**src/rtl/csa_pkg.sv**
```systemverilog
// ----------------------------------------------------------------------------
// csa_pkg
//   Shared constants and helpers for the carry-save resolution logic.
//   CSA_K_DEFAULT / CSA_W_DEFAULT : default operand and chunk widths, also
//                                   used by the carry-save reduction trees.
//   num_chunks(k, w)              : ceil(k / w), the number of W-bit chunks
//                                   (and therefore pipeline stages).
// ----------------------------------------------------------------------------
package csa_pkg;

  localparam int unsigned CSA_K_DEFAULT = 33;
  localparam int unsigned CSA_W_DEFAULT = 11;

  function automatic int unsigned num_chunks(input int unsigned k, input int unsigned w);
    return (k + w - 1) / w;
  endfunction

endpackage

```
**src/rtl/cpa_chunk.sv**
```systemverilog
// ----------------------------------------------------------------------------
// cpa_chunk
//   One W-bit slice of the pipelined carry-propagate adder. Registers
//   a + b + carry_in; the carry-out is registered alongside the sum so the
//   next slice consumes it one cycle later together with its own operands.
//   Ports:
//     clk, reset      : clock and synchronous active-high reset
//     en              : pipeline advance; registers hold when low
//     a, b            : W-bit operand chunks
//     carry_in        : carry from the previous slice (0 for slice 0)
//     sum, carry_out  : registered chunk sum and carry-out
// ----------------------------------------------------------------------------
module cpa_chunk #(
  parameter int unsigned W = 11
) (
  input  logic         clk,
  input  logic         reset,
  input  logic         en,
  input  logic [W-1:0] a,
  input  logic [W-1:0] b,
  input  logic         carry_in,
  output logic [W-1:0] sum,
  output logic         carry_out
);

  logic [W:0] total;

  assign total = {1'b0, a} + {1'b0, b} + (W+1)'(carry_in);

  always_ff @(posedge clk) begin
    if (reset) begin
      sum       <= '0;
      carry_out <= 1'b0;
    end else if (en) begin
      {carry_out, sum} <= total;
    end
  end

endmodule

```
**src/rtl/csa_resolve_pipe.sv**
```systemverilog
// ----------------------------------------------------------------------------
// csa_resolve_pipe
//   Collapses a K-bit carry-save pair (c, s) into the exact (K+1)-bit sum.
//   The carry ripples through L = ceil(K/W) registered W-bit slices, one
//   slice per stage, so the critical path depends on W only.
//   Ports:
//     clk, reset          : clock and synchronous active-high reset
//     in_valid, in_ready  : input handshake (in_ready = !out_valid || out_ready)
//     c_in, s_in          : carry-save pair, K bits each
//     out_valid, out_ready: output handshake
//     sum_out             : c_in + s_in, K+1 bits
//   The whole pipeline advances together or holds together (global stall);
//   empty slots travel as bubbles and are never compacted.
// ----------------------------------------------------------------------------
module csa_resolve_pipe
  import csa_pkg::*;
#(
  parameter int unsigned K = CSA_K_DEFAULT,
  parameter int unsigned W = CSA_W_DEFAULT
) (
  input  logic         clk,
  input  logic         reset,
  input  logic         in_valid,
  output logic         in_ready,
  input  logic [K-1:0] c_in,
  input  logic [K-1:0] s_in,
  output logic         out_valid,
  input  logic         out_ready,
  output logic [K:0]   sum_out
);

  localparam int unsigned L  = num_chunks(K, W);
  localparam int unsigned LW = L * W;

  logic          advance;
  logic          take;
  logic [L-1:0]  valid_reg;
  logic [LW-1:0] c_ext;
  logic [LW-1:0] s_ext;
  logic [W-1:0]  chunk_sum   [L];
  logic          chunk_carry [L];
  logic [LW:0]   sum_full;

  // A narrow top chunk is handled by zero-extending the operands.
  assign c_ext = LW'(c_in);
  assign s_ext = LW'(s_in);

  assign advance   = !valid_reg[L-1] || out_ready;
  assign in_ready  = advance;
  assign take      = in_valid && advance;
  assign out_valid = valid_reg[L-1];

  always_ff @(posedge clk) begin
    if (reset) begin
      valid_reg <= '0;
    end else if (advance) begin
      valid_reg <= (valid_reg << 1) | L'(take);
    end
  end

  // Skew registers: position gi holds the not-yet-added chunks gi+1..L-1 of
  // the operand currently in stage gi. Each stage peels off the low chunk.
  genvar gi;
  for (gi = 0; gi < L - 1; gi++) begin : gen_skew
    localparam int unsigned SW = (L - 1 - gi) * W;
    logic [SW-1:0] skew_c_next;
    logic [SW-1:0] skew_s_next;
    logic [SW-1:0] skew_c_reg;
    logic [SW-1:0] skew_s_reg;

    if (gi == 0) begin : gen_first
      assign skew_c_next = c_ext[LW-1:W];
      assign skew_s_next = s_ext[LW-1:W];
    end else begin : gen_rest
      assign skew_c_next = gen_skew[gi-1].skew_c_reg[SW+W-1:W];
      assign skew_s_next = gen_skew[gi-1].skew_s_reg[SW+W-1:W];
    end

    always_ff @(posedge clk) begin
      if (reset) begin
        skew_c_reg <= '0;
        skew_s_reg <= '0;
      end else if (advance) begin
        skew_c_reg <= skew_c_next;
        skew_s_reg <= skew_s_next;
      end
    end
  end

  // Adder slices: slice gi adds chunk gi with the carry registered by
  // slice gi-1 for the same operand one cycle earlier.
  for (gi = 0; gi < L; gi++) begin : gen_stage
    logic [W-1:0] a_op;
    logic [W-1:0] b_op;
    logic         carry_in;

    if (gi == 0) begin : gen_first
      assign a_op     = c_ext[W-1:0];
      assign b_op     = s_ext[W-1:0];
      assign carry_in = 1'b0;
    end else begin : gen_rest
      assign a_op     = gen_skew[gi-1].skew_c_reg[W-1:0];
      assign b_op     = gen_skew[gi-1].skew_s_reg[W-1:0];
      assign carry_in = chunk_carry[gi-1];
    end

    cpa_chunk #(
      .W (W)
    ) u_chunk (
      .clk       (clk),
      .reset     (reset),
      .en        (advance),
      .a         (a_op),
      .b         (b_op),
      .carry_in  (carry_in),
      .sum       (chunk_sum[gi]),
      .carry_out (chunk_carry[gi])
    );
  end

  // Deskew registers: position gi carries the finished result chunks
  // 0..gi-1 so they leave together with the top chunk and final carry.
  for (gi = 1; gi < L; gi++) begin : gen_deskew
    localparam int unsigned DW = gi * W;
    logic [DW-1:0] res_lo_next;
    logic [DW-1:0] res_lo_reg;

    if (gi == 1) begin : gen_first
      assign res_lo_next = chunk_sum[0];
    end else begin : gen_rest
      assign res_lo_next = {chunk_sum[gi-1], gen_deskew[gi-1].res_lo_reg};
    end

    always_ff @(posedge clk) begin
      if (reset) begin
        res_lo_reg <= '0;
      end else if (advance) begin
        res_lo_reg <= res_lo_next;
      end
    end
  end

  if (L == 1) begin : gen_out_single
    assign sum_full = {chunk_carry[0], chunk_sum[0]};
  end else begin : gen_out_multi
    assign sum_full = {chunk_carry[L-1], chunk_sum[L-1], gen_deskew[L-1].res_lo_reg};
  end

  assign sum_out = sum_full[K:0];

  // Bits above K come only from zero padding and are always 0.
  if (LW > K) begin : gen_drop_hi
    logic unused_hi;
    assign unused_hi = ^sum_full[LW:K+1];
  end

endmodule

```
**config.mk**
```make
export PLATFORM = sky130hd
export DESIGN_NAME = csa_resolve_pipe
export DESIGN_NICKNAME = d
export VERILOG_FILES = /design/src/rtl/csa_pkg.sv /design/src/rtl/cpa_chunk.sv /design/src/rtl/csa_resolve_pipe.sv
export SDC_FILE = /design/constraint.sdc
export NUM_CORES = 1
export LEC_CHECK = 0
export CORE_ASPECT_RATIO = 1.2
export CORE_MARGIN = 8
export CORE_UTILIZATION = 53
export CTS_CLUSTER_SIZE = 10
export DETAILED_ROUTE_END_ITERATION = 7
export PLACE_DENSITY = 0.91
export SETUP_SLACK_MARGIN = 0.02
export SKIP_LAST_GASP = 1
export SYNTH_ARGS = -nofsm -noshare
export SYNTH_HDL_FRONTEND = slang
export SYNTH_SLANG_ARGS = --single-unit
```
**constraint.sdc**
```tcl
create_clock -name clk -period 3.3 [get_ports clk]
set_clock_uncertainty 0.05 [all_clocks]
set_input_delay 0.99 -clock clk [delete_from_list [all_inputs] [get_ports clk]]
set_output_delay 0.99 -clock clk [all_outputs]
set_load 0.02 [all_outputs]
```
==> parameters.txt <==
Parameter                              Value

GRT
  Total grt overflow ... 0
  Number of global-route vias before repair ... 5450
  Global-route wire length before repair ... 25800 microns
  Global-route usage over all layers ... 0.204
  Antenna violations before repair ... 0
  Maximum number of pins on one net before global-route repair ... 131

Drt
  DR WL/cell ... 15.1 microns
  Met2 wirelength from detailed routing ... 7640 microns
  Routed wire length on met3 ... 697 microns
  Number of vias in the routed layout ... 5634
  Number of remaining DRC errors ... 0
  Remaining antenna violation count ... 0
  Violation count after the first detailed-route iteration ... 531
  First drt pass iteration count ... 7
  DRT Wirelength ... 15700 microns
  Met1 wire length ... 6990 microns
  Highest metal used ... met4
  Avg Vias per Cell ... 5.45

Place
  Number of cells after detailed placement ... 1002
  Final RePlAce weighted congestion ... 0.839
  Port-buffer cells ... 105
  HPWL reported at the end of detailed placement ... 10700 microns

STA
  Slew HR ... 0.650
  Transition at the pin with the smallest max-transition slack ... 0.525 ns
  Number of hold violations in the final report ... 0
  Accumulated negative setup slack ... 0 ns
  Final critical delay including setup and external delays ... 2.87 ns
  Number of max-slew violations in the final report ... 0
  Ratio of final minimum period to clock period ... 0.870
  Final setup viols ... 0
  Highest Clock Rate ... 348 MHz
  RSZ-0062 raised after global routing ... false

Synthesis
  Biggest area consumer among synthesized cells ... sky130_fd_sc_hd__dfxtp_1
  Yosys warning count ... 0
  Number of nets in the synthesized netlist ... 897
  Share of the synthesized area in the top cell type ... 0.436
  Cell count after synthesis ... 791
  Average instance area after synthesis ... 8.01 sq um
  Count of cell types in the netlist ... 44
  Cell area after synthesis ... 6330 sq um
  Top cells by area, synth ... sky130_fd_sc_hd__dfxtp_1 44%, sky130_fd_sc_hd__nand2_1 14%, sky130_fd_sc_hd__a21oi_1 11%
  Number of flip-flops and latches in the synthesized netlist ... 138
  Sequential area share after synthesis ... 0.436

Cells and area
  Area used by sequential logic in the layout ... 2760 sq um
  Antenna cells ... 0
  Filler cell count ... 927
  Area taken by multi-input logic gates ... 3240 sq um
  Fraction of final layout cells with drive strength greater than 1 ... 0.0639
  Area overhead of the layout relative to synthesis ... 26.3%
  Number of nets in the layout ... 970
  Final cell count without fillers ... 1034

Floorplanning
  Placeable core region ... 11600 sq um
  DIE HEIGHT ... 136 microns
  Floorplan row count ... 43
  I/O pin cnt ... 106
  Die area ... 15700 sq um
  Horiz. Die Dim ... 116 microns
  Initial standard-cell utilization of the core ... 0.545

Clock network
  Hold-fix buffers, CTS ... 0
  Post-CTS setup repair buffer count ... 0
  Clock latency on the worst-skew pair ... 0.42 ns
  PostCTS Resize Cnt ... 0
  Maximum buffer depth of the clock tree ... 2
  TritonCTS clock tree ... done
  Clock sink count ... 138
  Clk root buf ... sky130_fd_sc_hd__clkbuf_16
  CTS buffer count ... 17
  Number of H-tree levels ... 4
  Clk slew on worst S/H paths ... 0.06 ns

Setup path
  Sort of element at the end of the critical path ... output pin
  CP Class ... in -> out
  Max FO, Critical Path ... 3
  Required arrival time at the worst endpoint ... 2.26 ns
  Endpoint arrival time on the critical path ... 1.83 ns
  CP startpoint kind ... input port

Run status
  Result of the run ... completed

Hold path
  Worst hold-check path type ... reg -> reg

Power and ir drop
  Power per standard cell area ... 528 nW/um^2
  Leakage power total ... 3.23 nW
  Maximum ir drop on the vdd rail ... 0.343 mV
  Overall Power ... 4.22 mW

Run
  Max-cap check violation count ... 0
## routing by layer
metal  vias up  global-route usage
met1      2627               0.247
met2       135               0.342
met3        23              0.0442
met4         0              0.0816
met5         -                   0
li1       2849                   -
## cell type report
type | count | area share
clock buffer | 20 | 0.0571
clock inverter | 12 | 0.0144
inverter | 10 | 0.00501
multi-input combinational | 582 | 0.406
sequential | 138 | 0.345
tap | 157 | 0.0246
timing repair buffer | 115 | 0.148
## where the power goes
| part | switching, mW | total (mW) | internal (mW) |
|---|---|---|---|
| clock | 0.727 | 1.81 | 1.08 |
| sequential | 0.0655 | 1.85 | 1.78 |
| combinational | 0.288 | 0.566 | 0.278 |
## cells in the final DEF, fill, tap and decap left out, drive strengths merged, types with 3 or more instances in the layout
cell and n:
nand3 4, clkdlybuf4s50 103, a221oi 3, a32o 3, o211ai 8, clkbuf 20
nand3b 23, and3 9, ha 31, nor2 9, clkinv 5, or2 3
o21bai 5, a211o 6, a21o 14, a31oi 6, or3 8, o21a 5
clkinvlp 3, nor2b 7, nor3b 3, inv 13, fa 5, dfxtp 138
nor3 17, a21oi 136, o21ai 24, buf 12, a211oi 4, nand2 238
## kinds of logic (layout without fill, tap and decap cells)
| family | Yosys count | in the layout | share of synthesized area |
|---|---|---|---|
| AOI/OAI and AO/OA | 218 | 218 | 0.203 |
| adders and majority gates | 36 | 36 | 0.0770 |
| and+or+nand+nor | 325 | 325 | 0.226 |
| buffers and inverters | 71 | 157 | 0.0529 |
| xor gates and xnor gates | 2 | 2 | 0.00277 |
| muxes | 1 | 1 | 0.00158 |
| DFF | 138 | 138 | 0.436 |
## cells in the mapped netlist, drive strengths merged
cell	number
nor2	9
a221oi	3
nor3	17
xnor2	2
and4b	1
nand3b	23
fa	5
a21o	14
o2111ai	2
nor2b	7
or3	8
or2	3
o31ai	2
nand4	1
o211ai	8
nor3b	3
a21oi	136
and3	9
a31oi	6
buf	25
inv	10
a32o	3
o21bai	5
dfxtp	138
ha	31
a211oi	4
o21ai	24
mux2i	1
nand3	4
nand2	238
clkbuf	36
o21a	5
or3b	2
a211o	6
## stage by stage
stage	cell area, sq um	hold WS, ns	worst slack [ns]	utilization
after floorplan	6330	0.382	0.595	-
after CTS	8000	0.401	0.421	0.688
final	8000	0.396	0.430	0.688
after global placement	7430	0.389	0.136	0.639
after detailed placement	7430	0.394	0.0824	0.639
after global routing	8000	0.415	0.392	0.688
## critical path, cell delays in order
cell and delay (ns):
sky130_fd_sc_hd__clkdlybuf4s50_1 0.44, sky130_fd_sc_hd__nor2b_4 0.19, sky130_fd_sc_hd__inv_4 0.07, sky130_fd_sc_hd__buf_12 0.13
## worst paths after layout
kind,start,end,slack (ns),cells past startpoint
hold / removal,gen_deskew[2].res_lo_reg[7]$_SDFFE_PP0N_,gen_deskew[2].res_lo_reg[7]$_SDFFE_PP0N_,0.40,2
setup / recovery,out_ready,in_ready,0.43,4
setup reg to reg,gen_skew[0].skew_c_reg[0]$_SDFFE_PP0N_,gen_stage[1].u_chunk.sum[8]$_SDFFE_PP0N_,0.95,8
hold reg to reg,gen_deskew[2].res_lo_reg[7]$_SDFFE_PP0N_,gen_deskew[2].res_lo_reg[7]$_SDFFE_PP0N_,0.40,2
(Power assumes the default switching activity.)
